### src/rtl/fetch_unit_pkg.sv
`default_nettype none
// ============================================================================
//  Module      : fetch_unit_pkg
//  Description : Shared defaults and state encoding for the fetch unit.
//  Revision    : 1.0 - initial release
// ============================================================================
package fetch_unit_pkg;

    localparam int PC_WIDTH_DEFAULT    = 10;
    localparam int INSTR_WIDTH_DEFAULT = 9;

    typedef enum logic [1:0] {
        IDLE   = 2'd0,
        RUN    = 2'd1,
        HALTED = 2'd2
    } fetch_state_t;

endpackage : fetch_unit_pkg
`default_nettype wire

### src/rtl/fetch_unit.sv
`default_nettype none
// ============================================================================
//  Module      : fetch_unit
//  Description : Instruction fetch sequencer. Drives a synchronous ROM with
//                the next PC combinationally so that redirects cost no bubble.
//  Revision    : 1.0 - initial release
// ============================================================================
module fetch_unit
    import fetch_unit_pkg::*;
#(
    parameter int PC_WIDTH    = PC_WIDTH_DEFAULT,
    parameter int INSTR_WIDTH = INSTR_WIDTH_DEFAULT
) (
    input  logic                   clk,
    input  logic                   reset,
    input  logic                   start,
    input  logic                   stall,
    input  logic                   halt,
    input  logic                   branch_taken,
    input  logic [7:0]             branch_offset,
    input  logic                   jump,
    input  logic [PC_WIDTH-1:0]    jump_target,
    output logic [PC_WIDTH-1:0]    imem_addr,
    input  logic [INSTR_WIDTH-1:0] imem_rdata,
    output logic [INSTR_WIDTH-1:0] instruction,
    output logic                   instr_valid,
    output logic [PC_WIDTH-1:0]    pc,
    output logic                   done,
    output logic [15:0]            cycle_count
);

    fetch_state_t          state_q, state_d;
    logic [PC_WIDTH-1:0]   pc_q, pc_d;
    logic [15:0]           cnt_q, cnt_d;
    logic [PC_WIDTH-1:0]   next_pc;
    logic [PC_WIDTH-1:0]   offset_ext;

    // Sign-extend the branch offset; PC arithmetic then wraps naturally.
    assign offset_ext = PC_WIDTH'($signed(branch_offset));

    // Next-PC selection while running: stall and halt freeze, jump beats branch.
    always_comb begin
        next_pc = pc_q + PC_WIDTH'(1);
        if (stall || halt) begin
            next_pc = pc_q;
        end else if (jump) begin
            next_pc = jump_target;
        end else if (branch_taken) begin
            next_pc = pc_q + offset_ext;
        end
    end

    // Next-state, next-PC, counter and ROM address; reset forces address 0.
    always_comb begin
        state_d   = state_q;
        pc_d      = pc_q;
        cnt_d     = cnt_q;
        imem_addr = pc_q;
        case (state_q)
            IDLE: begin
                imem_addr = '0;
                if (start) begin
                    state_d = RUN;
                    pc_d    = '0;
                    cnt_d   = '0;
                end
            end
            RUN: begin
                imem_addr = next_pc;
                pc_d      = next_pc;
                if (cnt_q != 16'hFFFF) begin
                    cnt_d = cnt_q + 16'd1;
                end
                if (halt && !stall) begin
                    state_d = HALTED;
                end
            end
            HALTED: begin
                imem_addr = pc_q;
                if (start) begin
                    imem_addr = '0;
                    state_d   = RUN;
                    pc_d      = '0;
                    cnt_d     = '0;
                end
            end
            default: begin
                state_d = IDLE;
                pc_d    = '0;
                cnt_d   = '0;
            end
        endcase
        if (reset) begin
            imem_addr = '0;
        end
    end

    // State, PC and cycle counter registers with synchronous reset.
    always_ff @(posedge clk) begin
        if (reset) begin
            state_q <= IDLE;
            pc_q    <= '0;
            cnt_q   <= '0;
        end else begin
            state_q <= state_d;
            pc_q    <= pc_d;
            cnt_q   <= cnt_d;
        end
    end

    assign instruction = imem_rdata;
    assign instr_valid = (state_q == RUN);
    assign done        = (state_q == HALTED);
    assign pc          = pc_q;
    assign cycle_count = cnt_q;

endmodule : fetch_unit
`default_nettype wire

### config.mk
export PLATFORM = sky130hd
export DESIGN_NAME = fetch_unit
export DESIGN_NICKNAME = d
export VERILOG_FILES = /design/src/rtl/fetch_unit_pkg.sv /design/src/rtl/fetch_unit.sv
export SDC_FILE = /design/constraint.sdc
export NUM_CORES = 1
export LEC_CHECK = 0
export CAP_MARGIN = 15
export CORE_ASPECT_RATIO = 1.5
export CORE_MARGIN = 2
export CORE_UTILIZATION = 40
export CTS_CLUSTER_SIZE = 16
export DETAILED_ROUTE_END_ITERATION = 6
export PLACE_DENSITY = 0.69
export SYNTH_ARGS = -nofsm -noshare
export SYNTH_HDL_FRONTEND = slang
export SYNTH_SLANG_ARGS = --single-unit
export TNS_END_PERCENT = 5
### constraint.sdc
create_clock -name clk -period 3.2 [get_ports clk]
set_input_delay 0.48 -clock clk [delete_from_list [all_inputs] [get_ports clk]]
set_output_delay 0.48 -clock clk [all_outputs]
set_load 0.1 [all_outputs]
==> summary.txt, run 1 <==
setup violators final -> 0
RePlAce Congestion -> 0.888
Residual DRC -> 0
CTS tree -> built
Tcrit/Tclk final -> 98.3%
IR drop worst, VDD -> 0.000232 V
Antenna Cells -> 0
placed cells -> 433
Slowest cell on crit path -> or4_4
share of layout cells above drive strength 1 -> 33.5%
Core Area -> 5410 um^2
GRT Residual Overflow -> 0
GR Util met1 -> 25.0%
Final Max Tran Viols -> 0
gr busiest metal -> met2
min cycle time layout -> 3.14 ns
CP arrival -> 2.66 ns
worst hold path type -> reg2reg
Worst Tran Pin Value -> 0.966 ns
Max Cap Viol -> 0
P_leak -> 1.32 nW
Root Driver -> clkbuf_8
worst r2r dst -> pc[3]
Initial DRT Pass Iterations -> 4
reg2reg path depth -> 9
vias post-DR -> 2378
Reg-to-Reg Start -> pc[0]
Worst EP required -> 2.72 ns
crit-path max FO -> 3
CP peak stage delay -> 0.47 ns
compound-gate portion of the synthesized area -> 23.3%
dominant combinational cell family by area after synthesis -> simple AND/OR/NAND/NOR gates
clock insertion delay at the later pin of the skew report -> 0.27 ns
Final Cell Area -> 3380 um^2
cell taking the most area after synthesis -> dfxtp_1
# hold bufs at CTS -> 0
Cell Count, Final, Fillers Out -> 440
post-place instance area -> 3130 um^2
clock transition at the registers of the reported paths -> 0.09 ns
Layout Utilization -> 62.5%
WL final -> 6430 um
CP delay by family, top -> simple AND/OR/NAND/NOR gates
effective utilization at floorplan -> 40.7%
synth warn -> 0
global-route wire length before repair -> 10600 um
clock sink count -> 28
CTS max path bufs -> 2
top post-synthesis cells by area -> dfxtp_1, nand2_1, a21oi_1
post-synthesis sequential area ratio -> 25.5%
EDFF count, synth -> 0
Seq cells post-synth -> 28
GRT Overall Usage -> 21.3%
pwr dens -> 241 nW/um^2
Synth Flop Type -> dfxtp_1
top post-synthesis cells by count -> nand2_1, dfxtp_1, nor2_1
clock skew -> 0.00633 ns
TritonCTS buffer count -> 3
Fin. Hold Viols -> 0
post-synthesis xor/xnor area fraction -> 2.79%
Crit Path Category -> in2out
RSZ-0062 raised after global routing -> yes
initial DRC count -> 73
die height -> 94.8 um
TNS Setup -> 0 ns
critical path capture point -> imem_addr[8]
area grow syn2layout -> 53.7%
Critical Path Start Type -> primary input
Slew HR -> 35.4%
post-DR vias/cell -> 5.40
Filler Cells Inserted -> 496
# port buffers -> 62
Netlist cell types -> 55
worst path bufs/invs -> 3
most common cell in the netlist -> nand2_1
largest net degree at the start of global routing -> 18
Post-Syn Area -> 2200 um^2
H-tree depth reported by CTS -> 1
Post-synth ARST share -> 0%
met3 Use GR -> 1.91%
crit path cell chain -> clkdlybuf4s50_1 -> and2_1 -> ha_4 -> buf_4 -> o2111ai_4 -> and3_4 -> or4_4 -> nand4_1 -> buf_12
mux contribution to synthesized area -> 2.84%
die area -> 6120 um^2
Synth Area in Simple Gates -> 30.7%
status -> completed
Mapped Avg Cell Area -> 7.41 um^2
fmax -> 318 MHz
Critical Path Sink Type -> primary output
DR WL/cell -> 14.6 um
Post-Syn Instances -> 297
Yosys top cell area share -> 25.5%
Die X-Extent -> 64.6 um
FF-to-FF setup slack -> 1.00 ns
Syn Nets -> 342
CP startpoint -> branch_offset[3]
number of global-route vias before repair -> 2258
Final #Nets -> 416
cell count along the critical path -> 9
IO Count -> 81
initial antenna violation count -> 0
row count -> 33
Detail Placement HPWL -> 4880 um
met2 Use GR -> 41.1%
antenna viol nets, final -> 0
adder-cell area share of the yosys netlist -> 6.59%
timing repair:
item / 4_1_cts / 5_1_grt
setup endpoints to repair: 6 / 5
pin swaps: 7 / 13
hold endpoints to repair: 0 / 0
setup buffers: 1 / 2
gates resized for setup: 21 / 19
logic make-up after synthesis:
logic type,after synthesis
buf+inv,33
simple gates,132
compound gates,80
mux,6
xor+xnor,7
flops,28
fa+ha+maj,11
stage by stage:
stage	setup slack, ns	power (mW)	hold WS [ns]
after floorplan	-0.0845	0.571	0.458
after global placement	-0.346	0.605	0.463
after detailed placement	-0.386	0.607	0.468
after CTS	0.0142	0.809	0.483
after global routing	-0.0354	0.853	0.513
final	0.0558	0.814	0.483
worst min path at each step:
stage                     depth (start not counted)            start         endpoint  slack, ns
after global routing                              2  cycle_count[13]  cycle_count[13]       0.51
after CTS                                         2  cycle_count[13]  cycle_count[13]       0.48
final                                             2  cycle_count[13]  cycle_count[13]       0.48
after global placement                            2  cycle_count[13]  cycle_count[13]       0.46
after detailed placement                          2  cycle_count[13]  cycle_count[13]       0.47
after floorplan                                   1       state_q[1]            pc[3]       0.46
layout make-up:
class	instances	area (um^2)	area share [%]
repair buffers	91	873	25.8
clock buffers	3	41.3	1.22
flip-flops and latches	28	587	17.4
well taps	70	87.6	2.59
clock inverters	1	3.75	0.111
multi-input cells	236	1750	51.6
inverters	11	43.8	1.29
flip-flops by register name, summed over array words and instances, names as in the netlist:
signal	cells
cycle_count	16
pc	10
state_q	2
placed cells by master, fill, tap and decap left out, types with 6 or more instances in the layout:
cell             netlist  routed
buf_4                  9      53
nand2_1               41      39
inv_1                 11       9
nand4_1                8       8
dfxtp_1               28      19
buf_12                 0      10
ha_4                   0       9
a211oi_1               8       7
clkdlybuf4s50_1        0      24
a21oi_1               25      19
o21ai_0               15      11
dfxtp_4                0       6
nor2b_1                8       6
and3_1                 7       6
nor2_1                26      26
xnor2_1                6       6
nand3_1               11      10
per-layer routing:
metal	vias up	routed length, um	share of wire [%]
li1	1206	-	-
met1	1127	2740	43
met2	41	3460	54
met3	4	187	2.9
met4	0	47	0.73
met5	-	0	0
report_power, final:
group          switching [mW]  leakage [nW]  internal, mW
Sequential             0.0103         0.233         0.351
Clock                   0.108        0.0231        0.0862
Combinational           0.152          1.07         0.107
worst reg2reg max path: stages (launching register included):
cell      delay (ns)
dfxtp_4         0.38
ha_4            0.16
buf_4           0.14
a211oi_4        0.31
buf_4           0.17
nor2_1          0.04
o311ai_1        0.38
buf_4           0.18
o211ai_1        0.08
a221oi_1        0.27
No activity file was read; power rests on OpenSTA's default activity.
==> inputs of run 2 (changes only) <==
==> constraint.sdc (replaced) <==
create_clock -name clk -period 3.1 [get_ports clk]
set_input_delay 0.465 -clock clk [delete_from_list [all_inputs] [get_ports clk]]
set_output_delay 0.465 -clock clk [all_outputs]
set_load 0.1 [all_outputs]
==> summary.txt, run 2 (synthesized netlist as in run 1, its figures left out) <==
status -> completed
CTS max path bufs -> 2 (unchanged)
Max Cap Viol -> 0 (unchanged)
antenna viol nets, final -> 0 (unchanged)
highest-count cells in the layout ignoring fill and taps -> buf_4, nand2_1, nor2_1, a21oi_1, dfxtp_1
vias post-DR -> 2418 (+1.7%)
DR WL/cell -> 14.6 um (-0.10%)
initial DRC count -> 58 (-21%)
Slew HR -> 58.2% (+23 points)
TritonCTS buffer count -> 3 (unchanged)
min cycle time layout -> 3.04 ns
H-tree depth reported by CTS -> 1 (unchanged)
GRT Overall Usage -> 21.5% (+0.13 points)
P_leak -> 1.36 nW (+3.0%)
RePlAce Congestion -> 0.848 (-4.5%)
total power -> 0.929 mW (+14%)
IR drop worst, VDD -> 0.000255 V (+10%)
worst hold start -> cycle_count[13]
CP delay by family, top -> simple AND/OR/NAND/NOR gates
Core Area -> 5410 um^2 (unchanged)
effective utilization at floorplan -> 40.7% (unchanged)
crit path cell chain -> clkdlybuf4s50_1 -> and2_1 -> ha_4 -> o21ai_0 -> a211o_1 -> or4_4 -> nand4_1 -> buf_12
Reg-to-Reg Start -> pc[0]
Worst Tran Pin Value -> 0.626 ns (-0.340 ns)
clock insertion delay at the later pin of the skew report -> 0.27 ns (about the same)
area grow syn2layout -> 55.0%
IO Count -> 81 (unchanged)
post-place instance area -> 3100 um^2 (-1.2%)
Die X-Extent -> 64.6 um (unchanged)
Fin. Hold Viols -> 0 (unchanged)
worst hold path type -> reg2reg
share of layout cells above drive strength 1 -> 35.8% (+2.3 points)
largest net degree at the start of global routing -> 18 (unchanged)
clock skew -> 0.00394 ns (-0.00239 ns)
Antenna Cells -> 0 (unchanged)
die height -> 94.8 um (unchanged)
Critical Path Start Type -> primary input
post-DR vias/cell -> 5.48 (+1.5%)
CP startpoint -> branch_offset[6]
initial antenna violation count -> 0 (unchanged)
Detail Placement HPWL -> 4940 um (+1.2%)
Final Cell Area -> 3410 um^2 (+0.85%)
Final #Nets -> 417 (+0.24%)
Crit Path Category -> in2out
# port buffers -> 62 (unchanged)
CP peak stage delay -> 0.53 ns (+0.06 ns)
Critical Path Sink Type -> primary output
RSZ-0062 raised after global routing -> no
Slowest cell on crit path -> or4_4
GRT Residual Overflow -> 0 (unchanged)
die area -> 6120 um^2 (unchanged)
row count -> 33 (unchanged)
clock transition at the registers of the reported paths -> 0.09 ns (about the same)
Root Driver -> clkbuf_8
crit-path max FO -> 3 (unchanged)
worst path bufs/invs -> 2 (-1)
WL final -> 6440 um (+0.12%)
pwr dens -> 272 nW/um^2 (+13%)
Initial DRT Pass Iterations -> 4 (unchanged)
fmax -> 329 MHz
Final Max Tran Viols -> 0 (unchanged)
Residual DRC -> 0 (unchanged)
clock sink count -> 28 (unchanged)
Largest register FFs -> 16 (unchanged)
Tcrit/Tclk final -> 98.1%
CP arrival -> 2.58 ns (-0.08 ns)
commonest non-fill, non-tap cell in the layout -> buf_4
number of global-route vias before repair -> 2333 (+3.3%)
Worst EP required -> 2.63 ns (-0.09 ns)
global-route wire length before repair -> 10600 um (+0.20%)
CTS tree -> built
setup violators final -> 0 (unchanged)
==> run 2: cell types whose count changed in the layout (fill, tap and decap cells not counted), sizes merged <==
cell           previous run  this run
buf                      64        69
clkinv                    1         0
dlymetal6s2s              1         2
dlygate4sd2               2         3
clkdlybuf4s50            24        17
bufinv                    0         1
clkbuf                    3         4
==> run 2: report_power, final <==
part	total, mW	switching, mW	internal [mW]
Sequential	0.373	0.0107	0.362
Clock	0.285	0.112	0.173
Combinational	0.271	0.157	0.115
Total	0.929	0.279	0.650
==> run 2: worst paths after layout <==
kind / endpoint / slack, ns / cells after the start
max: imem_addr[8] / 0.06 / 8
min: cycle_count[13] / 0.49 / 2
max reg2reg: pc[3] / 0.98 / 9
min reg2reg: cycle_count[13] / 0.49 / 2
==> run 2: metrics by stage <==
stage	cells	TNS (ns)	setup slack [ns]	util, %	hold WS, ns
after floorplan	297	-0.434	-0.172	-	0.458
after global placement	431	-1.69	-0.424	57.2	0.467
after detailed placement	431	-1.85	-0.466	57.2	0.477
after CTS	440	0	0.00143	62.0	0.494
after global routing	441	0	0.00505	63.1	0.528
final	441	0	0.0577	63.1	0.486
==> run 2: repair_timing <==
action                     CTS  global route
setup endpoints to repair    8             3
gates resized for setup     37            11
hold buffers                 0             0
pin swaps                   12            11
buffers inserted             5             1
==> run 2: layer usage <==
layer | vias to the layer above | global-route usage [%] | wire [um]
met5 | - | 0 | 0
met4 | 0 | 7.27 | 125
met3 | 10 | 1.79 | 236
met2 | 64 | 40.9 | 3440
met1 | 1129 | 24.8 | 2640
li1 | 1215 | - | -
==> run 2: final cells by class <==
| cell class | instances | area, um^2 |
|---|---|---|
| clock buffers | 3 | 41.3 |
| clock inverters | 1 | 30.0 |
| fillers | 482 | 2000 |
| inverters | 11 | 43.8 |
| multi-input cells | 236 | 1730 |
| flip-flops and latches | 28 | 587 |
| well taps | 70 | 87.6 |
| repair buffers | 92 | 887 |
==> run 2: worst min-delay path, delay by kind of cell, from the launching register on <==
family        cells  cell delay (ns)
flops             1             0.34
mux               1             0.05
simple gates      1             0.06
==> variant 1: new RTL, config.mk and constraints of run 1 <==
Change the package constant `INSTR_WIDTH_DEFAULT` from 9 to 11.
--- a/src/rtl/fetch_unit_pkg.sv
+++ b/src/rtl/fetch_unit_pkg.sv
@@ -7,7 +7,7 @@
 package fetch_unit_pkg;
 
     localparam int PC_WIDTH_DEFAULT    = 10;
-    localparam int INSTR_WIDTH_DEFAULT = 9;
+    localparam int INSTR_WIDTH_DEFAULT = 11;
 
     typedef enum logic [1:0] {
         IDLE   = 2'd0,
Ports: changed (resized imem_rdata and instruction); port bits go from 81 to 85. No check against the original RTL was run, so the function may have changed too.
==> variant 1 against run 1 <==
Routed wire length down 0.34%; sequential power about the same; total power grew 11%; worst setup slack better by 5.0 ps; clock skew is 1.6 ps higher; sequential cell count stayed put; via count up 0.21%; design area decreased by 0.48%; die area up 0.65%; synthesized area up 0.68%; highest routed layer unchanged; non-clock buffer count is 1 lower; largest power group unchanged.
==> variant 1: results (changes against run 1) <==
- The headroom to the max-slew limit is 35.1% (was 35.4%).
- The arrival time reported for the critical path endpoint is 2660 ps (about the same).
- The fraction of the yosys area taken by sequential cells is 25.3% (was 25.5%).
- The post-synthesis async set-or-reset flop share was 0% (unchanged).
- The largest fanout on the critical path is 3 (unchanged).
- The clock-pin slew on the worst setup and hold paths came to 90 ps (about the same).
- The placed instance area was 0.00313 mm2 (unchanged).
- The global-route wire length before repair was 10,600 um (about the same).
- The delay of the slowest critical-path stage is 470 ps (about the same).
- The library cell used as clock root buffer is clkbuf_8 (unchanged).
- The source of the critical timing path was branch_offset[3] (unchanged).
- The hold path startpoint is cycle_count[13] (unchanged).
- The number of fillers in the final layout was 468 (was 496).
- The startpoint of the worst-slack reg-to-reg timing path is pc[0] (unchanged).
- The fraction of layout cells with a size suffix above 1 came to 32.5% (was 33.5%).
- The critical path's slowest cell is or4_4 (unchanged).
- The final weighted congestion in routability-driven placement was 0.853 (was 0.888).
- The worst clock skew on the final layout is 7.88 ps (was 6.33 ps).
- The maximum buffer depth of the clock tree came to 2 (unchanged).
- The leakage power is 0.00134 uW (was 0.00132 uW).
- The clock latency at the later pin of the worst-skew pair is around 280 ps.
- The violation count after the first detailed-route iteration is 99 (was 73).
- The placed wire-length estimate is 4840 um (was 4880 um).
- The H-tree depth reported by CTS is 1 (unchanged).
- The final design area excluding fillers came to 0.00337 mm2 (was 0.00338 mm2).
- Top cells by instance count after synthesis: nand2_1, dfxtp_1, nor2_1 (unchanged).
- The routed wirelength normalized by instance count was 14.6 um (about the same).
- The clock buffer count from CTS is 3 (unchanged).
- The flip-flop count of the largest register after layout is 16 (unchanged).
- The number of warnings printed during yosys synthesis was 0 (unchanged).
- The number of global-route vias before repair is 2,306 (was 2,258).
- The worst-case setup slack after placement is -393 ps (was -386 ps).
- The count of different cell masters after synthesis is 55 (unchanged).
- The number of diodes added for antenna fixing is 0 (unchanged).
- The class of the worst hold path is flip-flop to flip-flop (unchanged).
- The total number of nets in the final design is 417 (was 416).
- The largest net degree at the start of global routing was 18 (unchanged).
- The number of antenna violations at the first check in global routing is 0 (unchanged).
- The total number of vias was 2,383 (was 2,378).
- The number of optimization iterations in the first detailed-route pass is 5 (was 4).
- Top area cells in the synthesized netlist: dfxtp_1, nand2_1, a21oi_1 (unchanged).
- The number of port buffers was 62 (unchanged).
- The synthesized netlist net count is 346 (was 342).
- The maximum vdd drop is 0.220 mV (was 0.232 mV).
- Run status: finished, final reports clean (unchanged).
- The overall track demand over capacity in global routing was 20.9% (was 21.3%).
variant 1: metal layers:
metal | up-vias | GRT usage (%) | routed length (um)
met5 | - | 0 | 0
met3 | 6 | 2.36 | 245
li1 | 1205 | - | -
met1 | 1115 | 24.4 | 2650
met2 | 57 | 40.1 | 3470
met4 | 0 | 4.79 | 51
variant 1: final timing paths:
path / slack, ps / end / depth (start not counted)
max: 60 / imem_addr[8] / 9
min: 490 / cycle_count[13] / 2
max reg2reg: 1020 / pc[6] / 10
min reg2reg: 490 / cycle_count[13] / 2
variant 1: worst max-delay path: cells and delay by family:
| kind | cells | cell delay (ps) |
|---|---|---|
| compound gates | 1 | 140 |
| fa+ha+maj | 1 | 320 |
| buf+inv | 3 | 740 |
| simple gates | 4 | 970 |
variant 1: through the flow:
step / hold slack (ps) / instances
finish: 495 / 439
global route: 538 / 439
CTS: 500 / 437
detailed placement: 485 / 433
global placement: 470 / 433
floorplan: 458 / 299
variant 1: layout make-up:
type                       count  area share [%]
clock buffer                   3            1.23
timing repair buffer          90            25.8
clock inverter                 1           0.892
multi-input combinational    236            50.8
sequential                    28            17.4
inverter                      11            1.23
tap                           70            2.60
variant 1: logic make-up after synthesis:
logic type / synth area share [%]
and+or+nand+nor: 30.5
AOI/OAI and AO/OA: 23.2
xor gates and xnor gates: 2.77
adders and majority gates: 6.55
DFF: 25.3
muxes: 2.82
buffers and inverters: 8.92
variant 1: what timing repair did:
item,CTS,global route
hold buffers,0,0
pin swaps,8,14
resized for setup,24,11
buffers inserted,0,2
setup endpoints to repair,7,5
variant 1: power breakdown:
part / internal, uW / switching, uW / total, uW
sequential: 351 / 10.3 / 361
clock: 168 / 116 / 284
combinational: 107 / 149 / 256
==> variant 2: new RTL, config.mk and constraints of run 1 <==
Made on the original files. Re-encode `fetch_state_t` (3 states) as one-hot, 3 bits wide.
--- a/src/rtl/fetch_unit_pkg.sv
+++ b/src/rtl/fetch_unit_pkg.sv
@@ -9,10 +9,10 @@
     localparam int PC_WIDTH_DEFAULT    = 10;
     localparam int INSTR_WIDTH_DEFAULT = 9;
 
-    typedef enum logic [1:0] {
-        IDLE   = 2'd0,
-        RUN    = 2'd1,
-        HALTED = 2'd2
+    typedef enum logic [2:0] {
+        IDLE   = 3'b001,
+        RUN    = 3'b010,
+        HALTED = 3'b100
     } fetch_state_t;
 
 endpackage : fetch_unit_pkg
Formal check against the unedited RTL: no difference found for any inputs over 10 cycles, from zero or initial values and one cycle with reset high; not proved beyond that.
==> variant 2 against run 1 <==
Total power is 5.9% higher; non-clock buffer count is 4 higher; routed wire length is 12% higher; design area is 1.2% higher; sequential cell count is 1 higher; sequential share of layout area is 0.13 points lower; worst setup slack worse by 26 ps; synthesized area is 2.5% higher; worst hold slack better by 19 ps; final cell count is 1.6% higher; largest cell class unchanged; largest power group unchanged.
==> variant 2: results (changes against run 1) <==
- The largest net degree at the start of global routing came to 18 (unchanged).
- The synthesized netlist net count was 339 (was 342).
- The total instance count after detailed placement is 434 (was 433).
- The violation count after the first detailed-route iteration was 104 (was 73).
- Top area cells in the synthesized netlist: dfxtp_1, nand2_1, a21oi_1 (unchanged).
- The flip-flop count of the largest register after layout is 16 (unchanged).
- The overall track demand over capacity in global routing is 23.2% (was 21.3%).
- The number of port buffers is 62 (unchanged).
- The clock latency at the later pin of the worst-skew pair is around 280 ps.
- Top cells by instance count after synthesis: nand2_1, a21oi_1, dfxtp_1 (was nand2_1, dfxtp_1, nor2_1).
- The count of placed standard cells in the final layout, fillers left out is 447 (was 440).
- The average footprint of a synthesized cell is 7.67 um2 (was 7.41 um2).
- The headroom to the max-slew limit is 63.5% (was 35.4%).
- The final weighted congestion in routability-driven placement is 0.956 (was 0.888).
- The source of the critical timing path is branch_offset[5] (was branch_offset[3]).
- The number of antenna violations at the first check in global routing came to 0 (unchanged).
- The startpoint of the worst-slack reg-to-reg timing path is state_q[0] (was pc[0]).
- The worst hold path stage count is 2 (unchanged).
- The H-tree depth reported by CTS is 2 (was 1).
- The placed instance area came to 0.00314 mm2 (was 0.00313 mm2).
- The count of different cell masters after synthesis was 53 (was 55).
- The fraction of the yosys area taken by sequential cells was 25.7% (was 25.5%).
- The type of the setup path with the least slack is input pin to output pin (unchanged).
- The critical path's top delay family was buffers and inverters (was simple AND/OR/NAND/NOR gates).
- The number of warnings printed during yosys synthesis was 0 (unchanged).
- The clock-pin slew on the worst setup and hold paths was 70 ps (was 90 ps).
- The clock buffer count from CTS is 5 (was 3).
- The number of fillers in the final layout is 487 (was 496).
- The global-route wire length before repair is 11,100 um (was 10,600 um).
- The total count of hold-check failures in the final report is 0 (unchanged).
- The library cell used as clock root buffer is clkbuf_8 (unchanged).
- The critical path's slowest cell is or4_4 (unchanged).
- The worst clock skew on the final layout is 6.92 ps (was 6.33 ps).
- The leading register cell type out of synthesis is dfxtp_1 (unchanged).
- The fraction of layout cells with a size suffix above 1 is 33.7% (was 33.5%).
- The maximum buffer depth of the clock tree is 2 (unchanged).
- The hold path startpoint is cycle_count[9] (was cycle_count[13]).
- The delay of the slowest critical-path stage was 520 ps (was 470 ps).
- The leakage power came to 0.00146 uW (was 0.00132 uW).
- The arrival time reported for the critical path endpoint is 2690 ps (was 2660 ps).
- The post-synthesis async set-or-reset flop share was 0% (unchanged).
- The maximum vdd drop is 0.125 mV (was 0.232 mV).
- The number of global-route vias before repair is 2,474 (was 2,258).
- Run status: finished, final reports clean (unchanged).
- The largest fanout on the critical path is 5 (was 3).
- The number of optimization iterations in the first detailed-route pass was 4 (unchanged).
- The logic depth of the worst register-to-register path came to 5 (was 9).
- The number of diodes added for antenna fixing is 0 (unchanged).
- The total number of vias is 2,564 (was 2,378).
- The placed wire-length estimate is 5370 um (was 4880 um).
- The class of the worst hold path is flip-flop to flip-flop (unchanged).
- The total number of nets in the final design is 421 (was 416).
- The final wirelength was 7210 um (was 6430 um).
[variant 2: cell count changes after synthesis, moves of 6 or more]
| cell | before | now |
|---|---|---|
| inv_1 | 11 | 4 |
| nor2b_1 | 8 | 0 |
| xor2_1 | 1 | 10 |
| xnor2_1 | 6 | 0 |
[variant 2: power by group]
group / internal [uW] / leakage [uW] / switching (uW)
clock: 151 / 0.0000450 / 147
sequential: 364 / 0.000238 / 9.21
combinational: 85.0 / 0.00118 / 105
total: 600 / 0.00146 / 262
[variant 2: cell type report]
class                      instances  area (um2)  share of cell area (%)
inverter                           4        15.0                   0.439
timing repair buffer              95         908                    26.5
sequential                        29         589                    17.2
multi-input combinational        241        1740                    50.8
clock inverter                     2        10.0                   0.293
tap                               70        87.6                    2.56
clock buffer                       6        72.6                    2.12
[variant 2: path summary, 6_finish.rpt]
path	slack, ps	end
max	30	imem_addr[7]
min	500	cycle_count[9]
max reg2reg	1090	cycle_count[3]
min reg2reg	500	cycle_count[9]
[variant 2: what timing repair did]
item                                    4_1_cts  5_1_grt
cloned                                        0        0
resized for setup                            26       20
pin swaps                                    12       15
setup buffers                                 1        4
endpoints found under the setup margin        8        5
[variant 2: kinds of logic (layout without fill, tap and decap cells)]
logic type	after synthesis	after routing	share of synthesized area, %
AO/OA/AOI/OAI	83	83	24.7
adder cells (fa/ha/maj)	11	11	6.43
XOR/XNOR	11	11	4.60
flip-flops	29	29	25.7
buffers and inverters	24	107	5.93
AND/OR/NAND/NOR	132	132	30.8
multiplexers	4	4	1.77
[variant 2: tightest hold or removal path: stages (launching register included)]
cell and delay (ps):
dfxtp_1 330, o21ai_0 70, a21oi_1 60
[variant 2: metal layers]
| metal | track usage, % | part of all wire [%] |
|---|---|---|
| met1 | 22.7 | 36 |
| met2 | 43.7 | 54 |
| met5 | 0 | 0 |
| met4 | 15.1 | 4.6 |
| met3 | 4.21 | 5.7 |
[variant 2: through the flow]
stage / util (%) / worst slack (ps)
finish: 62.8 / 30.3
global route: 62.8 / -31.5
CTS: 61.1 / -29.9
detailed placement: 57.7 / -405
global placement: 57.7 / -360
floorplan: - / -368
